File: src/rtl/hs_stream_fifo.sv
// First-word-fall-through valid/ready stream FIFO with occupancy count,
// almost-full flag and synchronous flush. Handshake outputs depend only on registered state.
module hs_stream_fifo #(
  parameter int DATA_W   = 16,
  parameter int DEPTH    = 4,
  parameter int AFULL_TH = 3,
  localparam int PTR_W   = $clog2(DEPTH),
  localparam int CNT_W   = $clog2(DEPTH) + 1
) (
  input  logic              clk,
  input  logic              rst,
  input  logic              flush,
  input  logic              s_valid,
  input  logic [DATA_W-1:0] s_data,
  output logic              s_ready,
  output logic              m_valid,
  output logic [DATA_W-1:0] m_data,
  input  logic              m_ready,
  output logic [CNT_W-1:0]  count,
  output logic              almost_full
);

  logic [DATA_W-1:0] r_mem [DEPTH];
  logic [PTR_W-1:0]  r_wr_ptr;
  logic [PTR_W-1:0]  r_rd_ptr;
  logic [CNT_W-1:0]  r_count;

  logic w_full;
  logic w_empty;
  logic w_push;
  logic w_pop;

  // Full/empty come from the count so pointer equality is never ambiguous.
  assign w_full  = (r_count == CNT_W'(DEPTH));
  assign w_empty = (r_count == '0);

  // rst gates s_ready so the producer sees back-pressure while held in reset.
  assign s_ready     = rst & ~w_full;
  assign m_valid     = ~w_empty;
  assign m_data      = r_mem[r_rd_ptr];
  assign count       = r_count;
  assign almost_full = (r_count >= CNT_W'(AFULL_TH));

  assign w_push = s_valid & s_ready;
  assign w_pop  = m_valid & m_ready;

  always_ff @(posedge clk or negedge rst) begin
    if (!rst) begin
      r_wr_ptr <= '0;
      r_rd_ptr <= '0;
      r_count  <= '0;
      for (int i = 0; i < DEPTH; i++) r_mem[i] <= '0;
    end else if (flush) begin
      // Flush wins over any handshake on the same edge; the presented word is dropped.
      r_wr_ptr <= '0;
      r_rd_ptr <= '0;
      r_count  <= '0;
    end else begin
      if (w_push) begin
        r_mem[r_wr_ptr] <= s_data;
        r_wr_ptr        <= r_wr_ptr + PTR_W'(1);
      end
      if (w_pop) r_rd_ptr <= r_rd_ptr + PTR_W'(1);
      case ({w_push, w_pop})
        2'b10:   r_count <= r_count + CNT_W'(1);
        2'b01:   r_count <= r_count - CNT_W'(1);
        default: r_count <= r_count;
      endcase
    end
  end

endmodule

File: config.mk
export PLATFORM = sky130hd
export DESIGN_NAME = hs_stream_fifo
export DESIGN_NICKNAME = d
export VERILOG_FILES = /design/src/rtl/hs_stream_fifo.sv
export SDC_FILE = /design/constraint.sdc
export NUM_CORES = 1
export LEC_CHECK = 0
export ABC_AREA = 1
export BUFFER_PORTS_ARGS = -buffer_cell sky130_fd_sc_hd__buf_2
export CORE_MARGIN = 4
export CORE_UTILIZATION = 62
export DETAILED_ROUTE_END_ITERATION = 10
export PLACE_DENSITY = 0.86
export SYNTH_ARGS = -nofsm -noshare
export SYNTH_HDL_FRONTEND = slang
export SYNTH_SLANG_ARGS = --single-unit
File: constraint.sdc
create_clock -name clk -period 3.45 [get_ports clk]
set_input_delay 0.1725 -clock clk [delete_from_list [all_inputs] [get_ports clk]]
set_output_delay 0.1725 -clock clk [all_outputs]
set_load 0.01 [all_outputs]
Word level (Yosys, flattened, before mapping):

Cells that the tools add are included.

* logic and storage cells: 44
* output and inout port bits: 22
* flip-flop bits (word level): 71
* bits of input ports: 21

* $lt $le $gt $ge: 4
* muxes and demuxes: 12
* bitwise gates (word level): 8
* $add $sub $neg: 4
* equality and inequality tests: 3
* reduce and logical (&&, ||, !) cells: 6

Operators with widths (count)
* $bwmux W64: 1
* $mux W16: 3
* $bmux W16 S2: 1
* $demux W16 S2: 1
* $mux W2: 4
* $ge A3 B3 Y1 const B: 2
* $not A2 Y3: 2
* $pmux W3 S2: 1
* $add A2 B1 Y2 const B: 2
* $reduce_bool A2 Y1: 2
* $add A3 B1 Y3 const B: 1
* $and A1 B1 Y1: 3
* $eq A3 B3 Y1 const B: 1
* $ge A3 B2 Y1 const B: 1
* $logic_not A3 Y1: 1
* $lt A3 B1 Y1 const B: 1
* $mux W3: 1
* $not A1 Y1: 3
* $reduce_bool A3 Y1: 1
* $sub A3 B1 Y3 const B: 1
* $eq A2 B1 Y1 const B: 1
* $eq A2 B2 Y1 const B: 1
* $reduce_and A2 Y1: 1
* $logic_and A1 B1 Y1: 1

Depth between registers and ports, before layout:

Gate-level depths: netlist (run 1).

* word-level depth: 7
* depth in mapped cells: 12
* depth with buffers taken out: 12

Worst setup path before layout (run 1):

Ideal clock, no wire load.

* kind: reg-to-reg
* start point: reg r_count[1], in the netlist count[1]
* end point: reg r_count[2], in the netlist count[2]
* slack: 1470 ps
* period minus slack after synthesis: 1980 ps
* data required time: 3333 ps
* data arrival time: 1862 ps
* cell stages (with the launch flop): 13
* cells stage by stage: dfrtp_1 > nor2_2 > nand2_1 > nand2_1 > inv_1 > nand2_1 > inv_1 > fa_1 > xor2_1 > inv_1 > nand2_1 > nand3_1 > nand2_1

* elaborated cells on any way between the ends: 14
* those cells by class: add/sub (2); eq/ne (3); mux (2); bitwise (5); reduce/logical (2)

RTL lines
* start: declaration: line 26 `logic [CNT_W-1:0] r_count;`
* start signal: assignment: line 65 `2'b10: r_count <= r_count + CNT_W'(1);`
* start signal: assignment: line 66 `2'b01: r_count <= r_count - CNT_W'(1);`
* start signal: assignment: line 67 `default: r_count <= r_count;`
* $logic_not A3 Y1 (*): line 35 `assign w_empty = (r_count == '0);`
* $not A1 Y1 (*): line 39 `assign m_valid = ~w_empty;`
* net m_valid: line 16 `output logic m_valid,`
* $and A1 B1 Y1 (*): line 45 `assign w_pop = m_valid & m_ready;`
* $eq A2 B1 Y1 / $eq A2 B2 Y1 (equally long branches): line 64 `case ({w_push, w_pop})`
* $pmux W3 S2: line 64
* $mux W3: line 53 `end else if (flush) begin`

Mark *: on every way through the listed nets, which the timed path passes. The rest lies on a longest branch.
A chain may end at the register's enable or synchronous reset.

Final worst setup path (run 1):

* start point: reg r_rd_ptr[1]
* end point: out m_data[7]

* cells in the longest elaborated chain, start to end: 4

Ends and longest elaborated chain
* start: declaration: line 25 `logic [PTR_W-1:0] r_rd_ptr;`
* start signal: assignment: line 63 `if (w_pop) r_rd_ptr <= r_rd_ptr + PTR_W'(1);`
* $not A2 Y3 (not written as such): line 40 `assign m_data = r_mem[r_rd_ptr];`
* $bmux W16 S2: line 40
* $mux W16 (not written as such) (2 in a row): line 40
* end: declaration: line 17 `output logic [DATA_W-1:0] m_data,`

Every way passes these cells. The select of a mux whose other input is x is not followed.

==> flow_summary.json, run 1 <==
{
  "ios": 43,
  "drc": 0,
  "ir_worst_vdd_v": 0.0004056,
  "min_path_type": "in2async",
  "post_cts_buffers": 0,
  "rsz0062_at_grt": "no",
  "die_y_um": 82.51,
  "fp.dieW_um": 82.51,
  "p_leak_nw": 1.954,
  "post_cts_resized": 0,
  "synth_cells": 374,
  "crit_path_top_delay_cell": "dfrtp_1",
  "synth_ff_type": "dfrtp_1",
  "gr-total-overflow": 0,
  "io_buffers": 42,
  "max_freq_mhz": 448.1,
  "slew_headroom_pct": 32.76,
  "drv_cap": 0,
  "critPathBufInv": 2,
  "final_antenna_net_count": 0,
  "path_clk_slew_ns": 0.08,
  "htree_levels": 3,
  "start_kind": "flop",
  "clock-sinks": 71,
  "via_per_inst": 5.449,
  "yosysMostFrequentCell": "nand2_1",
  "grt_start_max_net_pins": 73,
  "die-area_um2": 6808,
  "required_ns": 3.28,
  "worstReg2RegEnd": "count[2]$_DFFE_PN0P_",
  "ys_warn_count": 0,
  "r2r-start": "count[0]$_DFFE_PN0P_",
  "seq_area_um2": 1777,
  "hold-worst-slack_ns": 0.06764,
  "ys_ff_latch": 71,
  "num_antenna_cells": 0,
  "grt_util_all_layers_pct": 23.64,
  "grt_antenna_before_repair": 0,
  "final-max-slew-violation-count": 0,
  "end_kind": "output port",
  "grt_pass1_vias": 2629,
  "cpLargestDelayFamily": "buffers and inverters",
  "cts_buffers": 9,
  "globalplace.congestion": 0.8110,
  "worstMarginPinSlew_ns": 1.008,
  "wl_met3_um": 372,
  "dpl.hpwl_um": 4234,
  "syn-cell-area_um2": 3442,
  "worstSetupPathType": "reg2out",
  "synthTopCellsByCount": "nand2_1, dfrtp_1, o21ai_2, nor2_1, o21ai_0",
  "skew_ns": 0.008009,
  "areaGrowthSynthToFinish_pct": 9.269,
  "crit_arrival_ns": 2.06,
  "yosys.area.top_type": "dfrtp_1",
  "max_stage_delay_ns": 0.61,
  "tns_ns": 0,
  "core_um2": 5238,
  "period_share_pct": 64.68,
  "row_count": 26,
  "synth.avg_cell_area_um2": 9.203,
  "async_reset_ff_share_pct": 100.0,
  "cts_hold_buf": 0,
  "worst_skew_pair.late_latency_ns": 0.35,
  "highest_layer": "met4",
  "finalHoldViolCount": 0,
  "worst_slack_ns": 1.218,
  "met1_length_um": 3013,
  "vias": 2632,
  "netlist_top_cells_area": "dfrtp_1, o21ai_2, nand2_1",
  "synth-edff-count": 0,
  "outcome": "finished, final reports clean",
  "place_ws_ns": 1.416,
  "num-fill-cells": 395,
  "fin_crit_ns": 2.232,
  "post-route-util_pct": 71.81,
  "cts_tree": "yes",
  "nNetsFinal": 434,
  "yosysTopAreaCellShare_pct": 51.62,
  "root_buffer": "clkbuf_8",
  "start_util_pct": 65.72,
  "wire_per_inst_um": 14.63,
  "worstPathMaxFanout": 18,
  "setup_viol": 0,
  "grt_pass1_wl_um": 12080,
  "drt_iter0_markers": 183,
  "wl_met2_um": 3584,
  "r2r_cells": 12,
  "multi_input_area_um2": 1395,
  "drive_above_1_share_pct": 25.18,
  "synthDistinctLibCells": 22,
  "synth_nets": 400,
  "drt-pass1-iter-count": 4,
  "crit_chain": "inv_1, o21ai_0, o22ai_1, buf_2",
  "ys_seq_area_share_pct": 51.62,
  "powerDensity_nw_per_um2": 724.7,
  "r2r_slack_ns": 1.38,
  "clk_path_buf_depth": 2,
  "routed_wl_um": 7064
}
[cell families after synthesis]
logic type / count (synthesis) / synth area share, %
AOI/OAI and AO/OA: 116 / 21.48
xor gates and xnor gates: 1 / 0.2545
DFF: 71 / 51.62
buffers and inverters: 48 / 7.852
adders and majority gates: 5 / 2.036
and+or+nand+nor: 133 / 16.76
[routing by layer]
| metal | vias to the layer above | global-route usage [%] |
|---|---|---|
| met3 | 10 | 5.965 |
| met2 | 60 | 39.82 |
| met5 | - | 0 |
| met4 | 0 | 7.843 |
| li1 | 1301 | - |
| met1 | 1261 | 29.89 |
[worst max path at each step]
stage | start | endpoint | depth (start not counted)
after floorplan | count[1]$_DFFE_PN0P_ | count[2]$_DFFE_PN0P_ | 12
after global placement | count[0]$_DFFE_PN0P_ | count[2]$_DFFE_PN0P_ | 12
after detailed placement | count[0]$_DFFE_PN0P_ | count[2]$_DFFE_PN0P_ | 12
after CTS | r_rd_ptr[1]$_DFFE_PN0P_ | m_data[15] | 4
after global routing | r_rd_ptr[1]$_DFFE_PN0P_ | m_data[15] | 4
final | r_rd_ptr[1]$_DFFE_PN0P_ | m_data[7] | 4
[cells in the final DEF (no fill, tap or decap), drive strengths merged]
cell type  Yosys  final
nand2         88     88
a21oi          2      2
nand4          3      3
fa             1      1
nor2          37     37
inv           27     27
ha             4      4
buf           13     44
o21ai         98     98
clkbuf         8     12
dfrtp         71     71
o22ai         16     16
nand3          5      5
clkinv         0      4
xor2           1      1
[power by group]
part | leakage (nW) | switching, W | internal, W | total (W)
Combinational | 0.919 | 0.000548 | 0.000375 | 0.000923
Clock | 0.0959 | 0.000302 | 0.000295 | 0.000598
Sequential | 0.939 | 0.000142 | 0.00106 | 0.00120
Total | 1.95 | 0.000993 | 0.00173 | 0.00273
[through the flow]
step           total power [W]  area [um^2]  instances
2_1_floorplan         0.001842         3442        374
3_3_place_gp          0.002100         3586        467
3_5_place_dp          0.002142         3586        467
4_1_cts               0.002739         3761        483
5_1_grt               0.002933         3761        483
6_report              0.002726         3761        483
[area by class of cell]
type / count / share of cell area, %
Tap cell: 70 / 2.329
Sequential cell: 71 / 47.24
Clock inverter: 4 / 0.5323
Timing Repair Buffer: 44 / 5.988
Inverter: 27 / 2.695
Clock buffer: 12 / 4.125
Multi-Input combinational cell: 255 / 37.09
[registers in the layout (all words and copies together), names as in the netlist]
register  flops
count         3
r_rd_ptr      2
r_mem        64
r_wr_ptr      2
Power figures use the tool's default switching activity.
==> run 2: changes to the inputs <==
Settings changed: ABC_AREA 1 to 0, CORE_UTILIZATION 62 to 52, PLACE_DENSITY 0.86 to 0.77.
Clock period 3.45 ns to 1.95 ns, I/O delays scaled along.
==> run 2 against run 1 <==
Effect of this change: clock skew increased by 0.00064 ns; non-clock buffer count grew 18; first-iteration DRC count decreased by 56%; sequential power rose by 83%; via count is 28% lower; worst hold slack worse by 0.040 ns; power rose by 92%; sequential cell count unchanged; critical path depth is 3 higher; highest routed layer unchanged.
==> flow_summary.json, run 2 <==
{
  "outcome": "finished, final reports clean",
  "grt_start_max_net_pins": 38,
  "synth_adder_area_share_pct": 2.013,
  "drv_cap": 0,
  "critPathBufInv": 1,
  "end_kind": "flop",
  "path_clk_slew_ns": 0.08,
  "yosysTopAreaCellShare_pct": 51.04,
  "rsz0062_at_grt": "no",
  "synthDistinctLibCells": 31,
  "skew_ns": 0.008648,
  "dpl.hpwl_um": 4449,
  "ios": 43,
  "ys_warn_count": 0,
  "crit_chain": "o31a_2, nor2b_1, fa_2, inv_2, nor4_2, o21a_1, nor3_2",
  "slew_headroom_pct": 68.77,
  "synthTopCellsByCount": "dfrtp_1, mux2_4, mux2_2, mux4_2, nor2_1",
  "min_path_type": "in2reg",
  "fin_crit_ns": 1.839,
  "synth.avg_cell_area_um2": 16.90,
  "cpLargestDelayFamily": "compound AO/OA/AOI/OAI gates",
  "synth_ff_type": "dfrtp_1",
  "power_w": 0.005220,
  "powerDensity_nw_per_um2": 1303,
  "worstMarginPinSlew_ns": 0.4685,
  "yosysMostFrequentCell": "dfrtp_1",
  "yosys.area.top_type": "dfrtp_1",
  "worst_skew_pair.late_latency_ns": 0.34,
  "crit_path_top_delay_cell": "dfrtp_2",
  "ir_worst_vdd_v": 0.0006093,
  "htree_levels": 3,
  "fp.dieW_um": 89.82,
  "ys_ff_latch": 71,
  "row_count": 29,
  "drt_iter0_markers": 80,
  "finalHoldViolCount": 0,
  "async_reset_ff_share_pct": 100.0,
  "setup_viol": 0,
  "netlist_top_cells_area": "dfrtp_1, mux2_4, mux4_2",
  "max_freq_mhz": 543.6,
  "start_util_pct": 54.20,
  "grt_pass1_vias": 2136,
  "clock-sinks": 71,
  "vias": 1907,
  "syn-cell-area_um2": 3481,
  "largest_reg_flops": 64,
  "io_buffers": 42,
  "drt-pass1-iter-count": 4,
  "final_common_cell": "dfrtp_1",
  "drc": 0,
  "synthMuxAreaShare_pct": 36.27,
  "via_per_inst": 5.480,
  "synth_compound_area_share_pct": 1.042,
  "r2r_slack_ns": 0.11,
  "hold-worst-slack_ns": 0.02769,
  "grt_pass1_wl_um": 11150,
  "start_kind": "flop",
  "p_leak_nw": 1.902,
  "synth_nets": 232,
  "max_stage_delay_ns": 0.45,
  "final-max-slew-violation-count": 0,
  "grt_util_all_layers_pct": 17.54,
  "areaGrowthSynthToFinish_pct": 15.06,
  "root_buffer": "clkbuf_8",
  "num-fill-cells": 491,
  "ys_seq_area_share_pct": 51.04,
  "required_ns": 2.21,
  "drive_above_1_share_pct": 61.99,
  "num_antenna_cells": 0,
  "synthSimpleGateAreaFrac_pct": 4.062,
  "gr-total-overflow": 0,
  "die_y_um": 89.82,
  "synth-xor-area-share_pct": 1.006,
  "cts_tree": "yes",
  "period_share_pct": 94.33,
  "worstSetupPathType": "reg2reg",
  "final_cell_mix": "dfrtp_1, buf_2, mux2_4, mux2_2, buf_4",
  "seq_area_um2": 1779,
  "core_um2": 6422,
  "wire_per_inst_um": 18.77,
  "nNetsFinal": 292,
  "final_antenna_net_count": 0,
  "routed_wl_um": 6532,
  "cts_buffers": 9,
  "multi_input_area_um2": 1565,
  "synth_top_family_by_area": "multiplexers",
  "regMostFlops": "r_mem",
  "crit_arrival_ns": 2.10,
  "worstPathMaxFanout": 7,
  "grt_antenna_before_repair": 0,
  "die-area_um2": 8067,
  "synth-edff-count": 0,
  "synth_cells": 206,
  "clk_path_buf_depth": 2,
  "globalplace.congestion": 0.7722
}
run 2: per-stage QoR:
| stage | worst slack [ns] | cells | TNS [ns] | utilization (%) | cell area [um^2] |
|---|---|---|---|---|---|
| CTS | 0.04499 | 348 | 0 | 62.01 | 3983 |
| floorplan | 0.04371 | 206 | 0 | - | 3481 |
| global route | 0.001174 | 348 | 0 | 62.36 | 4005 |
| finish | 0.1106 | 348 | 0 | 62.36 | 4005 |
| global placement | 0.09219 | 330 | 0 | 58.78 | 3775 |
| detailed placement | -0.02265 | 330 | -0.02265 | 58.78 | 3775 |
run 2: cell families (layout without fill, tap and decap cells):
group                    count (synthesis)  count (layout)
multiplexers                            83              83
flip-flops                              71              71
AND/OR/NAND/NOR                         23              23
buffers and inverters                   16              81
adder cells (fa/ha/maj)                  5               5
AO/OA/AOI/OAI                            4               4
XOR/XNOR                                 4               4
run 2: path summary, 6_finish.rpt:
check | cells after the start | from | end
worst max-delay path | 7 | count[2]$_DFFE_PN0P_ | count[2]$_DFFE_PN0P_
worst min-delay path | 2 | s_data[2] | r_mem[34]$_DFFE_PN0P_
worst max register to register | 7 | count[2]$_DFFE_PN0P_ | count[2]$_DFFE_PN0P_
worst min register to register | 1 | r_mem[19]$_DFFE_PN0P_ | r_mem[19]$_DFFE_PN0P_
max in group asynchronous | 3 | rst | r_mem[49]$_DFFE_PN0P_
min in group asynchronous | 3 | rst | r_mem[57]$_DFFE_PN0P_
run 2: what timing repair did:
action,in CTS,in global routing
pin swaps,0,1
gates resized for setup,0,7
hold buffers,1,0
cloned,0,0
endpoints found under the hold margin,71,0
endpoints found under the setup margin,1,65
buffers inserted,1,0
run 2: layout make-up:
class                           count  share of cell area [%]
Multi-Input combinational cell    119                   39.08
Timing Repair Buffer               62                   9.060
Tap cell                           77                   2.405
Inverter                            3                  0.2812
Clock inverter                      4                   1.125
Clock buffer                       12                   3.624
Sequential cell                    71                   44.42
run 2: where the power goes:
group          switching [W]  total (W)  internal [W]
clock               0.000522    0.00114      0.000621
sequential          0.000291    0.00220       0.00191
combinational       0.000722    0.00187       0.00115
run 2: layer usage:
layer  track usage [%]  up-vias  share of wire [%]
met5                 0        -                  0
met4             3.831        0               0.47
met3             6.010        4                4.5
met2             28.82       45                 50
met1             22.72     1000                 45
li1                  -      858                  -
==> run 3: changes to the inputs <==
Clock period 1.95 ns to 1.6 ns, I/O delays scaled along.
==> run 3 against run 2 <==
Effect of this change: largest power group is now combinational logic; critical path type unchanged; clock skew barely moved; first-iteration DRC count fell by 6.3%; critical endpoint unchanged; worst setup slack got worse by 0.31 ns; non-clock buffer count rose by 20; sequential power rose by 22%; maximum frequency rose by 2.2%; the run now ends with hold timing, setup timing left; via count rose by 2.7%; clock power rose by 12%.
==> flow_summary.json, run 3 (same netlist as run 2, synthesis figures left out) <==
{
  "outcome": "complete, but fails checks",
  "violations": "hold timing, setup timing",
  "wire_per_inst_um": 17.96,
  "dpl.hpwl_um": 4462,
  "hold-worst-slack_ns": -0.09107,
  "grt_antenna_before_repair": 0,
  "num_antenna_cells": 0,
  "path_clk_slew_ns": 0.08,
  "worst_slack_ns": -0.1991,
  "worstMarginPinSlew_ns": 0.5514,
  "r2r_cells": 7,
  "setup_viol": 84,
  "r2r-start": "count[0]$_DFFE_PN0P_",
  "min_path_type": "in2async",
  "rsz0062_at_grt": "yes",
  "drc": 0,
  "globalplace.congestion": 0.7336,
  "die_y_um": 89.82,
  "powerDensity_nw_per_um2": 1576,
  "fin_crit_ns": 1.799,
  "slew_headroom_pct": 63.24,
  "instances_no_fill": 368,
  "cts_buffers": 9,
  "crit_arrival_ns": 2.06,
  "cts_hold_buf": 11,
  "regMostFlops": "r_mem",
  "gr-total-overflow": 0,
  "ir_worst_vdd_v": 0.0009637,
  "row_count": 29,
  "p_leak_nw": 2.029,
  "areaGrowthSynthToFinish_pct": 24.84,
  "start_util_pct": 54.20,
  "root_buffer": "clkbuf_8",
  "ios": 43,
  "skew_ns": 0.008860,
  "vias": 1958,
  "largest_reg_flops": 64,
  "io_buffers": 42,
  "die-area_um2": 8067,
  "worst_skew_pair.late_latency_ns": 0.35,
  "finalHoldViolCount": 43,
  "pwr-share-seq_pct": 39.1,
  "fp.dieW_um": 89.82,
  "end_kind": "flop",
  "drt_iter0_markers": 75,
  "final_cell_mix": "dfrtp_1, mux2_4, buf_2, mux2_2, buf_4",
  "worstPathMaxFanout": 4,
  "required_ns": 1.87,
  "p_clk_share_pct": 18.7,
  "worstReg2RegEnd": "count[2]$_DFFE_PN0P_",
  "grt_util_all_layers_pct": 18.22,
  "nNetsFinal": 312,
  "grt_pass1_vias": 2167,
  "post-route-util_pct": 67.66,
  "place_inst": 340,
  "final_antenna_net_count": 0,
  "switching_share_pct": 29.47,
  "combPwrFrac_pct": 42.2,
  "cell_internal_pwr_w": 0.004830,
  "switching_power_w": 0.002018,
  "drive_above_1_share_pct": 63.57,
  "r2r_slack_ns": -0.20,
  "start_kind": "flop",
  "clk_path_buf_depth": 2,
  "power_w": 0.006849,
  "max_freq_mhz": 555.8,
  "via_per_inst": 5.321,
  "htree_levels": 3,
  "cts_tree": "yes",
  "period_share_pct": 112.4,
  "final_common_cell": "dfrtp_1",
  "grt_start_max_net_pins": 46,
  "drv_cap": 0,
  "drt-pass1-iter-count": 4,
  "grt_pass1_wl_um": 11470,
  "final-max-slew-violation-count": 0,
  "routed_wl_um": 6611,
  "tns_ns": -5.764,
  "core_um2": 6422,
  "worstSetupPathType": "reg2reg",
  "clock-sinks": 71
}
-- run 3: cell count changes in the layout (fill, tap and decap cells not counted), sizes merged --
cell,change
clkinvlp,+2
clkbuf,-1
bufinv,-1
dlygate4sd3,+10
buf,+10
-- run 3: metal layers --
layer,up-vias,share of wire (%),wire [um],global-route usage [%]
met4,0,1.4,94,8.046
met3,10,3.8,251,3.923
met2,42,47,3118,27.38
li1,905,-,-,-
met5,-,0,0,0
met1,1001,48,3147,25.67
-- run 3: worst max-delay path by stage --
| stage | start | endpoint | slack (ns) | cells past startpoint |
|---|---|---|---|---|
| finish | count[0]$_DFFE_PN0P_ | count[2]$_DFFE_PN0P_ | -0.20 | 7 |
| global route | count[0]$_DFFE_PN0P_ | count[2]$_DFFE_PN0P_ | -0.29 | 7 |
| CTS | count[0]$_DFFE_PN0P_ | count[2]$_DFFE_PN0P_ | -0.18 | 7 |
| detailed placement | count[0]$_DFFE_PN0P_ | count[2]$_DFFE_PN0P_ | -0.17 | 7 |
| global placement | count[0]$_DFFE_PN0P_ | count[2]$_DFFE_PN0P_ | -0.13 | 7 |
| floorplan | count[0]$_DFFE_PN0P_ | count[2]$_DFFE_PN0P_ | -0.23 | 7 |
-- run 3: layout make-up --
cell class,instances,area [um^2]
Clock buffer,11,141.4
Clock inverter,5,33.78
Fill cell,432,2077
Inverter,3,11.26
Multi-Input combinational cell,119,1612
Sequential cell,71,1782
Tap cell,77,96.34
Timing Repair Buffer,82,669.4
-- run 3: through the flow --
| step | worst slack (ns) | instance area [um^2] |
|---|---|---|
| after floorplan | -0.2270 | 3510 |
| after global placement | -0.1259 | 3891 |
| after detailed placement | -0.1686 | 3891 |
| after CTS | -0.1829 | 4305 |
| after global routing | -0.2931 | 4345 |
| final | -0.1991 | 4345 |
-- run 3: power by group through the flow --
stage                     Clock, W  Sequential (W)  Combinational (W)
after CTS                  0.00132         0.00267            0.00281
after floorplan                  0         0.00261            0.00164
final                      0.00128         0.00268            0.00289
after global placement           0         0.00267            0.00237
after global routing       0.00141         0.00275            0.00313
after detailed placement         0         0.00269            0.00241
-- run 3: worst max-delay path, cell delays in order (launching register included) --
cell     delay (ns)
dfrtp_2        0.44
o31a_4         0.36
nor2b_4        0.13
fa_2           0.33
inv_2          0.09
nor4_4         0.05
o21a_1         0.17
nor3_1         0.15
-- run 3: repair_timing --
item,in CTS,in global routing
pin swaps,3,2
endpoints found under the hold margin,76,43
setup endpoints to repair,85,84
gates cloned,0,0
setup buffers,1,1
gates resized for setup,25,6
